**src/rtl/fetch_stage_ctrl_pkg.sv**
```systemverilog
// Shared definitions for the instruction-fetch stage: default widths,
// the bubble instruction and the two-state sequencing FSM encoding.
package fetch_stage_ctrl_pkg;

    localparam int          XLEN_DEFAULT      = 32;
    localparam logic [31:0] NOP_INSTR_DEFAULT = 32'h0000_0013;

    // Fetch sequencing states; kept as plain constants so older tools that
    // predate enum support can still consume the package.
    typedef logic [0:0] fetch_state_t;
    localparam fetch_state_t S_RUN   = 1'b0;
    localparam fetch_state_t S_REDIR = 1'b1;

endpackage

```
**src/rtl/fetch_stage_ctrl_pc_reg_ctrl.sv**
```systemverilog
// PC register with its next-PC selection: reset vector, redirect target,
// sequential increment, or hold.
module pc_reg_ctrl #(
    parameter int               XLEN     = 32,
    parameter int               PC_STEP  = 1,
    parameter logic [XLEN-1:0]  RESET_PC = '0
) (
    input  logic            clk,
    input  logic            rst,
    input  logic            redirect,
    input  logic [XLEN-1:0] redirect_pc,
    input  logic            advance,
    output logic [XLEN-1:0] pc,
    output logic [XLEN-1:0] pc_next
);

    logic [XLEN-1:0] pc_d;
    logic [XLEN-1:0] pc_q;

    // Sequential successor; the add is XLEN wide so it wraps silently.
    assign pc_next = pc_q + XLEN'(PC_STEP);
    assign pc      = pc_q;

    // Next-PC mux: a redirect beats any stall/advance decision.
    always_comb begin
        pc_d = pc_q;
        if (redirect) begin
            pc_d = redirect_pc;
        end else if (advance) begin
            pc_d = pc_next;
        end
    end

    // PC register with synchronous reset to the configured vector.
    always_ff @(posedge clk) begin
        if (rst) begin
            pc_q <= RESET_PC;
        end else begin
            pc_q <= pc_d;
        end
    end

endmodule

```
**src/rtl/fetch_stage_ctrl.sv**
```systemverilog
// Instruction-fetch stage: drives the fetch address from the PC, registers
// the IF/ID slot, and handles stall, flush, redirect and memory back-pressure.
module fetch_stage_ctrl
    import fetch_stage_ctrl_pkg::*;
#(
    parameter int               XLEN      = XLEN_DEFAULT,
    parameter int               PC_STEP   = 1,
    parameter logic [XLEN-1:0]  RESET_PC  = '0,
    parameter logic [31:0]      NOP_INSTR = NOP_INSTR_DEFAULT
) (
    input  logic            clk,
    input  logic            rst,
    input  logic            stall_d,
    input  logic            flush_d,
    input  logic            redirect,
    input  logic [XLEN-1:0] redirect_pc,
    output logic [XLEN-1:0] imem_addr,
    input  logic [31:0]     imem_rdata,
    input  logic            imem_ready,
    output logic [31:0]     instr_d,
    output logic [XLEN-1:0] pc_d,
    output logic [XLEN-1:0] pc_plus_d,
    output logic            valid_d
);

    logic [XLEN-1:0] pc;
    logic [XLEN-1:0] pc_next;
    logic            advance;

    logic [31:0]     ifid_instr_d,   ifid_instr_q;
    logic [XLEN-1:0] ifid_pc_d,      ifid_pc_q;
    logic [XLEN-1:0] ifid_pc_plus_d, ifid_pc_plus_q;
    logic            ifid_valid_d,   ifid_valid_q;
    fetch_state_t    state_d,        state_q;

    // The PC moves on whenever the fetched word is consumed or squashed by a
    // flush; a stall freezes it and an unready memory leaves it pending.
    assign advance = !redirect && !stall_d && imem_ready;

    pc_reg_ctrl #(
        .XLEN     (XLEN),
        .PC_STEP  (PC_STEP),
        .RESET_PC (RESET_PC)
    ) u_pc_reg_ctrl (
        .clk         (clk),
        .rst         (rst),
        .redirect    (redirect),
        .redirect_pc (redirect_pc),
        .advance     (advance),
        .pc          (pc),
        .pc_next     (pc_next)
    );

    assign imem_addr = pc;
    assign instr_d   = ifid_instr_q;
    assign pc_d      = ifid_pc_q;
    assign pc_plus_d = ifid_pc_plus_q;
    assign valid_d   = ifid_valid_q;

    // IF/ID slot and FSM update, in priority order redirect > stall > bubble > load.
    always_comb begin
        ifid_instr_d   = ifid_instr_q;
        ifid_pc_d      = ifid_pc_q;
        ifid_pc_plus_d = ifid_pc_plus_q;
        ifid_valid_d   = ifid_valid_q;
        state_d        = S_RUN;
        if (redirect) begin
            // The decode-side instruction is wrong-path even if stalled.
            ifid_instr_d = NOP_INSTR;
            ifid_valid_d = 1'b0;
            state_d      = S_REDIR;
        end else if (stall_d) begin
            // Hold everything; a pending flush waits for the stall to clear.
        end else if (flush_d || !imem_ready) begin
            ifid_instr_d = NOP_INSTR;
            ifid_valid_d = 1'b0;
        end else begin
            ifid_instr_d   = imem_rdata;
            ifid_pc_d      = pc;
            ifid_pc_plus_d = pc_next;
            ifid_valid_d   = 1'b1;
        end
    end

    // IF/ID pipeline register and sequencing state.
    always_ff @(posedge clk) begin
        if (rst) begin
            ifid_instr_q   <= NOP_INSTR;
            ifid_pc_q      <= '0;
            ifid_pc_plus_q <= '0;
            ifid_valid_q   <= 1'b0;
            state_q        <= S_RUN;
        end else begin
            ifid_instr_q   <= ifid_instr_d;
            ifid_pc_q      <= ifid_pc_d;
            ifid_pc_plus_q <= ifid_pc_plus_d;
            ifid_valid_q   <= ifid_valid_d;
            state_q        <= state_d;
        end
    end

    // The cycle after a redirect always starts with a bubble in IF/ID.
    always @(posedge clk) begin
        if (!rst && state_q == S_REDIR) begin
            assert (!ifid_valid_q)
                else $error("IF/ID valid during redirect-recovery cycle");
        end
    end

endmodule

```
**config.mk**
```make
export PLATFORM = sky130hd
export DESIGN_NAME = fetch_stage_ctrl
export DESIGN_NICKNAME = d
export VERILOG_FILES = /design/src/rtl/fetch_stage_ctrl_pkg.sv /design/src/rtl/fetch_stage_ctrl_pc_reg_ctrl.sv /design/src/rtl/fetch_stage_ctrl.sv
export SDC_FILE = /design/constraint.sdc
export NUM_CORES = 1
export LEC_CHECK = 0
export CAP_MARGIN = 20
export CORE_ASPECT_RATIO = 1.2
export CORE_MARGIN = 2
export CORE_UTILIZATION = 28
export DETAILED_ROUTE_END_ITERATION = 6
export DONT_BUFFER_PORTS = 1
export GPL_TIMING_DRIVEN = 0
export PLACE_DENSITY_LB_ADDON = 0.08
export SLEW_MARGIN = 20
export SYNTH_ARGS = -nofsm -noshare
export SYNTH_HDL_FRONTEND = slang
export SYNTH_SLANG_ARGS = --single-unit
```
**constraint.sdc**
```tcl
create_clock -name clk -period 1.6 [get_ports clk]
set_input_delay 0.24 -clock clk [delete_from_list [all_inputs] [get_ports clk]]
set_output_delay 0.24 -clock clk [all_outputs]
set_load 0.02 [all_outputs]
```
==> metrics.txt, run 1 <==
outcome=finished with violations; Die Wd=approximately 130 µm; Die ar.=21300 µm²; final worst path period need=~1900 ps; Initial Util=around 29%; placed instance count=slightly above 900; final hold vios=0; Yosys warning count=0; CP required=1870 ps; Die Y=~160 µm; Startpoint Class=register; GRT Total Usage=~19%; Setup Skew=approximately 7.6 ps; M3 GR Usage=around 7%; DRC Markers=0; Final Max Tran Viols=0; Worst-Margin Slew=just under 800 ps; global-route wire length before repair=between 30 and 40 mm; Root Driver=clkbuf_16; CTS max path bufs=2; power per cell area=1020 nW/µm²; sequential share of the synthesized area=a little under half; commonest cells after routing, fill and taps aside=dfxtp_1 (103), nor2_1 (98), nand2_1 (83); Hold Path Class=in2reg; Critical R2R Launch=u_pc_reg_ctrl.pc[9]$_SDFFE_PP0P_; H-tree lvl count=4; violated checks=negative setup slack; worst skew pair latency=between 400 and 500 ps; fillers=1978; Worst setup EP type=register; GPL Wtd Cong=~0.74; Synth Flop Type=dfxtp_1; CP max FO=4; cell area after synthesis=about 5600 µm²; final hold slack=approximately 21 ps; Post-DRT Antenna Nets=0; RSZ-0062 raised after global routing=true; Mean Syn Cell Area=8.61 µm²; CTS tree=built; post-route setup slack=-307 ps; DRT iter0 DRCs=between 200 and 250; input/output buffers=0; Core Box Area=a little under 20000 µm²; antenna violations before repair=0; Row Count=56; Vias/cell=4.93; Critical R2R Capture=u_pc_reg_ctrl.pc[29]$_SDFFE_PP0P_; max cap viols=0; WL/cell=about 20 µm; Hold Path Depth=2; layout cell share with drive strength beyond 1=~28%; number of I/O pins=roughly 200; area of the multi-input gates=3100 µm²; clock-pin slew on the worst setup and hold paths=approximately 60 ps; Netlist cell types=46; fin util=about 42%; largest net degree at the start of global routing=17; count of non-filler cells in the finished layout=about 1.1k; Async SR Flop Fraction=0%; R2R depth=8; Post-Syn Instances=654; met2 Use GR=approximately 34%; Area Growth Syn to Fin=47.9%; dpl hpwl=14.4 mm; FF+latch area=about 2600 µm²; met1 GRT Util=a little over a fifth; CTS Sinks=~130; Reg2Reg Setup Slack=-310 ps; WL final=20.8 mm; ant diodes=0; Peak VDD IR=around 0.70 mV; Synth Area in Adders=less than 1%; Hold EP=u_pc_reg_ctrl.pc[31]$_SDFFE_PP0P_; Initial DRT Pass Iterations=5; Setup WS pre-CTS=-852 ps; final period utilization=119%; via count=5257; main combinational cell family by area after synthesis=simple AND/OR/NAND/NOR gates; simple-gate share of the synthesized area=22.6%; Max Freq=between 500 and 600 MHz; CTS Buf Count=17; crit path DAT=2180 ps; Worst Path Class, Setup=reg2reg; P_leak=approximately 3.0 nW; Hold Startpoint=redirect_pc[31]; endpoints failing setup=50; total grt overflow=0; commonest non-fill, non-tap cell in the layout=dfxtp_1; Area after DPL=6040 µm²; Compound-Gate Fraction of Synth Area=about 16%; area share of xor/xnor cells in the synthesized design=8.25%; Post-synth EDFFs=0; vias in the first global route=~5.4k; Syn Nets=approximately 730; layer with the highest usage=met2; Final Instance Area=8320 µm²; Seq cells post-synth=129; mux cell area share after synthesis=less than 1%; Rel. slew slack=47.3%; nets@finish=864
## how the worst max path moves through the flow
stage,start,end,slack (ps)
6_report,u_pc_reg_ctrl.pc[9]$_SDFFE_PP0P_,u_pc_reg_ctrl.pc[29]$_SDFFE_PP0P_,-310
3_3_place_gp,stall_d,pc_plus_d[0]$_SDFFE_PP0P_,-860
2_1_floorplan,u_pc_reg_ctrl.pc[2]$_SDFFE_PP0P_,u_pc_reg_ctrl.pc[21]$_SDFFE_PP0P_,-150
5_1_grt,u_pc_reg_ctrl.pc[9]$_SDFFE_PP0P_,u_pc_reg_ctrl.pc[29]$_SDFFE_PP0P_,-390
3_5_place_dp,stall_d,pc_plus_d[0]$_SDFFE_PP0P_,-850
4_1_cts,u_pc_reg_ctrl.pc[9]$_SDFFE_PP0P_,pc_plus_d[30]$_SDFFE_PP0P_,-270
## cell families after synthesis
group,count (synthesis)
compound gates,136
xor+xnor,53
fa+ha+maj,1
buf+inv,63
flops,129
mux,3
simple gates,269
## power by group
group	internal [W]	switching (W)
registers	0.00332	0.000266
clock network	0.00256	0.00158
logic	0.000366	0.000406
## synthesized netlist by cell type, types with 2 or more instances
cell type | count | area share, %
a211oi_1 | 47 | 6.3
a211oi_2 | 2 | 0.44
a21oi_1 | 46 | 4.1
a22oi_1 | 29 | 3.9
and3_1 | 4 | 0.44
buf_1 | 7 | 0.47
buf_2 | 5 | 0.44
buf_4 | 2 | 0.27
clkbuf_1 | 31 | 2.1
clkbuf_2 | 2 | 0.18
clkbuf_8 | 10 | 2.4
dfxtp_1 | 129 | 46
inv_1 | 5 | 0.33
mux2i_1 | 3 | 0.53
nand2_1 | 89 | 5.9
nand2b_1 | 3 | 0.33
nand3_1 | 22 | 2.0
nand3_4 | 3 | 0.93
nand4_1 | 15 | 1.7
nor2_1 | 102 | 6.8
nor3_1 | 8 | 0.71
nor3b_1 | 2 | 0.27
nor4_1 | 4 | 0.44
nor4_4 | 3 | 1.1
o21ai_0 | 2 | 0.18
o22ai_1 | 7 | 0.78
or3_1 | 2 | 0.22
xnor2_1 | 14 | 2.2
xor2_1 | 39 | 6.1
## stage by stage
| stage | TNS (ps) | power (W) |
|---|---|---|
| floorplan | -2660 | 0.00401 |
| global placement | -60960 | 0.00419 |
| detailed placement | -63710 | 0.00420 |
| CTS | -8090 | 0.00855 |
| global route | -13150 | 0.00883 |
| finish | -8270 | 0.00850 |
## flip-flops by register name (all words and copies together) (netlist names)
register / count
pc_plus_d: 32
instr_d: 32
pc_d: 32
u_pc_reg_ctrl.pc: 32
valid_d: 1
## routing by layer
layer / wire (µm) / up-vias
met5: 0 / -
met4: 338 / 0
met3: 1480 / 20
met2: 10600 / 157
met1: 8430 / 2546
li1: - / 2534
## area by class of cell
type / count / area share (%)
Buffer: 58 / 5.40
Inverter: 5 / 0.225
Clock inverter: 14 / 2.12
Multi-Input combinational cell: 462 / 37.2
Clock buffer: 18 / 5.41
Timing Repair Buffer: 120 / 13.9
Sequential cell: 129 / 31.8
Tap cell: 261 / 3.92
## critical path, cell delays in order (launching register included)
cell       delay [ps]
dfxtp_4           400
clkbuf_16         150
nand3_4            90
nor4_4            330
buf_6             170
nand4_1           190
buf_4             220
mux2i_1           140
o22ai_1            80
## what timing repair did
item	in CTS	in global routing
hold buffers	58	0
pin swaps	34	51
hold endpoints to repair	58	0
buffers inserted	37	26
setup endpoints to repair	91	88
gates resized for setup	56	92
Power figures use the tool's default switching activity.
==> run 2, diff against run 1 <==
==> constraint.sdc (replaced) <==
create_clock -name clk -period 1.9 [get_ports clk]
set_input_delay 0.285 -clock clk [delete_from_list [all_inputs] [get_ports clk]]
set_output_delay 0.285 -clock clk [all_outputs]
set_load 0.02 [all_outputs]
==> metrics.txt, run 2 (same netlist as run 1, synthesis figures left out) <==
global-route wire length before repair=30.3 mm (-3.9%); power per cell area=938 nW/µm² (-8.1%); Post-DRT Antenna Nets=0 (unchanged); Worst setup endpoint=pc_plus_d[30]$_SDFFE_PP0P_; GRT Total Usage=18.7% (-0.64 points); Hold Path Class=in2reg; Die ar.=21300 µm² (unchanged); vias in the first global route=5031 (-7.5%); CTS tree=built; violated checks=negative setup slack; Rel. slew slack=57.5% (+10 points); CTS max path bufs=2 (unchanged); RSZ-0062 raised after global routing=true; GPL Wtd Cong=0.768 (+3.4%); Hold Path Depth=2 (unchanged); WL/cell=20.1 µm (+3.0%); CP required=2240 ps (+370 ps); Max Freq=521 MHz (-0.74%); input/output buffers=0 (unchanged); P_leak=2.48 nW (-18%); Area Growth Syn to Fin=29.1%; Initial Util=28.7% (unchanged); DRT iter0 DRCs=184 (-25%); dpl hpwl=14.4 mm (+0.17%); commonest non-fill, non-tap cell in the layout=dfxtp_1; Worst Path Class, Setup=reg2reg; total grt overflow=0 (unchanged); DRC Markers=0 (unchanged); final period utilization=101% (-18 points); final hold slack=14.2 ps (-7.02 ps); Initial DRT Pass Iterations=6 (+1); R2R depth=8 (unchanged); final worst path period need=1920 ps (+14.2 ps); post-route setup slack=-20.9 ps (+286 ps); crit path DAT=2260 ps (+80 ps); worst skew pair latency=420 ps (about the same); Setup Skew=7.38 ps (-0.256 ps); ant diodes=0 (unchanged); fillers=2054 (+3.8%); endpoints failing setup=3 (-94%); Peak VDD IR=0.602 mV (-14%); Critical R2R Capture=pc_plus_d[30]$_SDFFE_PP0P_; CTS Sinks=129 (unchanged); largest net degree at the start of global routing=17 (unchanged); Reg2Reg Setup Slack=-20 ps (+290 ps); Final Max Tran Viols=0 (unchanged); via count=4977 (-5.3%); Core Box Area=19600 µm² (unchanged); Worst setup EP type=register; Die Y=159 µm (unchanged); commonest cells after routing, fill and taps aside=dfxtp_1 (104), nor2_1 (99), nand2_1 (88); antenna violations before repair=0 (unchanged); outcome=finished with violations; CTS Buf Count=17 (unchanged); CP startpoint=u_pc_reg_ctrl.pc[9]$_SDFFE_PP0P_; Vias/cell=5.01 (+1.6%); CP max FO=6 (+2); Setup WS pre-CTS=-789 ps (+63.5 ps); WL final=20.0 mm (-4.1%); Worst-Margin Slew=638 ps (-154 ps); Hold Startpoint=imem_rdata[2]; H-tree lvl count=4 (unchanged); nets@finish=791 (-8.4%); number of I/O pins=199 (unchanged); Root Driver=clkbuf_16; clock-pin slew on the worst setup and hold paths=60 ps (about the same); final hold vios=0 (unchanged); Critical R2R Launch=u_pc_reg_ctrl.pc[9]$_SDFFE_PP0P_; layout cell share with drive strength beyond 1=20.6% (-7.8 points); max cap viols=0 (unchanged); Startpoint Class=register; Die Wd=133 µm (unchanged); Row Count=56 (unchanged)
==> run 2: cell types whose count changed in the layout (fill, tap and decap cells not counted), moves of 10 or more <==
| cell | previous run | this run |
|---|---|---|
| a211oi_1 | 36 | 47 |
| buf_4 | 41 | 31 |
| nand3_1 | 9 | 20 |
| clkbuf_1 | 21 | 31 |
| dlygate4sd3_1 | 58 | 9 |
| a211oi_2 | 13 | 2 |
| buf_6 | 22 | 4 |
==> run 2: worst max-delay path, cell delays in order, from the launching register on <==
cell	delay, ps
dfxtp_4	400
clkbuf_16	160
nand3_4	100
buf_12	160
nor4_4	300
buf_6	180
nand4_1	130
xnor2_2	180
a211oi_1	210
==> run 2: power by group <==
group	switching [W]	internal, W
Clock	0.00125	0.00203
Sequential	0.000221	0.00279
Combinational	0.000301	0.000220
Total	0.00177	0.00504
==> run 2: through the flow <==
stage | TNS, ps | instances | util (%) | power, W | instance area (µm²)
2_1_floorplan | 0 | 654 | - | 0.00337 | 5630
4_1_cts | -5.99 | 987 | 36.4 | 0.00687 | 7150
5_1_grt | -894 | 994 | 37.0 | 0.00707 | 7260
3_3_place_gp | -40480 | 915 | 30.4 | 0.00352 | 5960
3_5_place_dp | -47190 | 915 | 30.4 | 0.00353 | 5960
6_report | -46.0 | 994 | 37.0 | 0.00681 | 7260
==> run 2: area by class of cell <==
cell class              instances  area [µm²]  area share [%]
well taps                     261         327            4.50
inverters                       5        18.8           0.258
plain buffers                  58         410            5.65
clock buffers                  23         478            6.58
repair buffers                 47         458            6.30
clock inverters                 9         106            1.46
multi-input cells             462        2830            38.9
flip-flops and latches        129        2640            36.3
==> run 2: metal layers <==
layer,track usage [%],vias up,share of wire (%)
met4,6.58,0,2.0
met3,6.69,25,8.9
met2,31.9,189,49
met5,0,-,0
met1,21.7,2366,40
li1,-,2397,-
==> run 2: repair_timing <==
| item | CTS | global route |
|---|---|---|
| buffers inserted | 30 | 6 |
| setup endpoints to repair | 80 | 69 |
| cloned | 1 | 1 |
| gates resized for setup | 60 | 24 |
| hold buffers | 9 | 0 |
| hold endpoints to repair | 9 | 0 |
| pin swaps | 8 | 16 |
==> run 2: worst min path at each step <==
stage                                   endpoint  slack (ps)
3_3_place_gp             instr_d[0]$_SDFFE_PP1N_         430
2_1_floorplan            instr_d[0]$_SDFFE_PP1N_         420
4_1_cts                 instr_d[19]$_SDFFE_PP0N_        0.02
3_5_place_dp             instr_d[0]$_SDFFE_PP1N_         430
6_report                 instr_d[2]$_SDFFE_PP0N_          10
5_1_grt        u_pc_reg_ctrl.pc[10]$_SDFFE_PP0P_           5
==> run 3, diff against run 2 <==
--- a/config.mk
+++ b/config.mk
@@ -13,7 +13,9 @@
 export DONT_BUFFER_PORTS = 1
 export GPL_TIMING_DRIVEN = 0
 export PLACE_DENSITY_LB_ADDON = 0.08
+export SETUP_SLACK_MARGIN = 0.5
 export SLEW_MARGIN = 20
 export SYNTH_ARGS = -nofsm -noshare
 export SYNTH_HDL_FRONTEND = slang
+export SYNTH_HIERARCHICAL = 1
 export SYNTH_SLANG_ARGS = --single-unit
==> metrics.txt, run 3 <==
outcome=finished with violations; violated checks=negative setup slack; DRC Markers=0 (unchanged); endpoints failing setup=26 (+23); fin util=40.9% (+3.9 points); worst path cell trace=buf_8 -> nand4_4 -> or4_4 -> buf_6 -> nor4b_4 -> xnor2_1 -> nand2b_1 -> mux2i_1; Post-Syn Instances=706 (+8.0%); WL final=24.4 mm (+22%); CTS max path bufs=2 (unchanged); number of I/O pins=199 (unchanged); Netlist cell types=57 (+24%); Area Growth Syn to Fin=43.0%; Post-synth EDFFs=0 (unchanged); antenna violations before repair=0 (unchanged); Root Driver=clkbuf_16; layout cell share with drive strength beyond 1=34.3% (+14 points); via count=5845 (+17%); Rel. slew slack=44.6% (-13 points); Worst setup EP type=register; CP max FO=7 (+1); Row Count=61 (+8.9%); slowest CP cell=or4_4; main area contributors after synthesis=dfxtp_1 (39%), nand2b_1 (12%), mux2i_1 (10%); dpl hpwl=16.6 mm (+15%); WL/cell=21.4 µm (+6.4%); CTS Sinks=129 (unchanged); final period utilization=108% (+6.8 points); Yosys warning count=6 (+6); Worst Path Class, Setup=reg2reg; largest net degree at the start of global routing=17 (unchanged); commonest cells after routing, fill and taps aside=nand2b_1 (128), dfxtp_1 (99), mux2i_1 (66); ant diodes=0 (unchanged); Worst-Margin Slew=831 ps (+193 ps); Mean Syn Cell Area=9.40 µm² (+9.3%); cell area after synthesis=6640 µm² (+18%); Syn Nets=777 (+7.2%); Final Max Tran Viols=0 (unchanged); placed instance count=1021 (+12%); Setup Skew=9.17 ps (+1.79 ps); H-tree lvl count=4 (unchanged); CP startpoint=u_pc_reg_ctrl/pc[3]$_SDFFE_PP0P_; final worst path period need=2050 ps (+130 ps); Seq cells post-synth=129 (unchanged); final hold vios=0 (unchanged); Critical R2R Launch=u_pc_reg_ctrl/pc[3]$_SDFFE_PP0P_; DRT iter0 DRCs=333 (+81%); post-route setup slack=-151 ps (-130 ps); Max Freq=488 MHz (-6.3%); Yosys top cell by area=dfxtp_1; power per cell area=760 nW/µm² (-19%); final hold slack=15.7 ps (+1.48 ps); RSZ-0062 raised after global routing=true; input/output buffers=0 (unchanged); P_leak=3.50 nW (+41%); nets@finish=883 (+12%); sequential share of the synthesized area=38.9% (-7.0 points); Crit path max-delay family=simple AND/OR/NAND/NOR gates; Die Y=173 µm (+8.4%); Hold Path Class=in2reg; vias in the first global route=6231 (+24%); commonest non-fill, non-tap cell in the layout=nand2b_1; worst skew pair latency=420 ps (about the same); CTS tree=built; global-route wire length before repair=36.6 mm (+21%); cell with the most instances after synthesis=dfxtp_1; CP required=2250 ps (about the same); Die Wd=145 µm (+8.3%); Buf/Inv on CP=2 (-1); Synth Flop Type=dfxtp_1; Core Box Area=23200 µm² (+18%); Async SR Flop Fraction=0% (unchanged); max cap viols=0 (unchanged); Yosys top cell area share=38.9% (-7.0 points); max incr delay on CP=490 ps (+90 ps); Final TNS setup=-1080 ps (-1030 ps); synth cell count leaders=dfxtp_1 (129), nand2b_1 (128), mux2i_1 (66); GRT Total Usage=19.3% (+0.52 points); Die ar.=25000 µm² (+17%); Initial Util=28.6% (-0.080 points); count of non-filler cells in the finished layout=1140 (+15%); crit path DAT=2400 ps (+140 ps); total grt overflow=0 (unchanged); Vias/cell=5.13 (+2.4%); GPL Wtd Cong=0.858 (+12%); Initial DRT Pass Iterations=5 (-1); Post-DRT Antenna Nets=0 (unchanged); Peak VDD IR=0.573 mV (-4.8%); overall power after layout=0.00722 W (+5.9%); Startpoint Class=register; Hold Startpoint=imem_rdata[31]; clock-pin slew on the worst setup and hold paths=70 ps (about the same); CTS Buf Count=17 (unchanged)
==> run 3: path summary, 6_finish.rpt <==
| kind | to | slack, ps | depth (start not counted) |
|---|---|---|---|
| setup / recovery | pc_plus_d[29]$_SDFFE_PP0P_ | -150 | 8 |
| hold / removal | instr_d[31]$_SDFFE_PP0N_ | 20 | 1 |
| setup reg to reg | pc_plus_d[29]$_SDFFE_PP0P_ | -150 | 8 |
| hold reg to reg | pc_d[24]$_SDFFE_PP0P_ | 550 | 2 |
==> run 3: cell type report <==
type | count | area [µm²]
buffer | 67 | 627
clock buffer | 19 | 464
clock inverter | 13 | 146
fill | 2305 | 13700
inverter | 12 | 48.8
multi-input combinational | 498 | 4300
sequential | 129 | 2670
tap | 315 | 394
timing repair buffer | 87 | 846
==> run 3: power breakdown <==
part	internal (W)	switching (W)
registers	0.00278	0.000222
clock network	0.00207	0.00139
logic	0.000364	0.000395
total	0.00521	0.00201
==> run 3: logic make-up after synthesis <==
logic type | Yosys count | share of synthesized area (%)
DFF | 129 | 38.9
adders and majority gates | 1 | 0.188
muxes | 67 | 10.1
buffers and inverters | 79 | 7.56
and+or+nand+nor | 305 | 27.3
AOI/OAI and AO/OA | 82 | 10.2
xor gates and xnor gates | 43 | 5.67
==> run 3: worst register-to-register path, cell delays in order, from the launching register on <==
cell,delay [ps]
dfxtp_4,400
buf_8,130
nand4_4,110
or4_4,490
buf_6,150
nor4b_4,290
xnor2_1,190
nand2b_1,80
mux2i_1,130
==> run 3: layer usage <==
layer	share of wire (%)	global-route usage, %	routed length (µm)	vias to the layer above
li1	-	-	-	2728
met1	39	21.9	9410	2846
met3	8.5	6.18	2080	35
met5	0	0	0	-
met2	50	33.5	12300	236
met4	2.4	7.04	587	0
==> run 3: timing repair <==
action                                 CTS  global route
hold buffers                            15             1
endpoints found under the hold margin   15             1
setup endpoints to repair               61            61
pin swaps                               60            43
gates resized for setup                142            69
cloned                                   1             0
setup buffers                           44            26
==> run 3: per-stage QoR <==
| stage | setup slack (ps) | instance area (µm²) |
|---|---|---|
| 6_report | -151 | 9490 |
| 5_1_grt | -232 | 9490 |
| 4_1_cts | -187 | 8940 |
| 3_5_place_dp | -546 | 7240 |
| 3_3_place_gp | -574 | 7240 |
| 2_1_floorplan | -14.3 | 6850 |
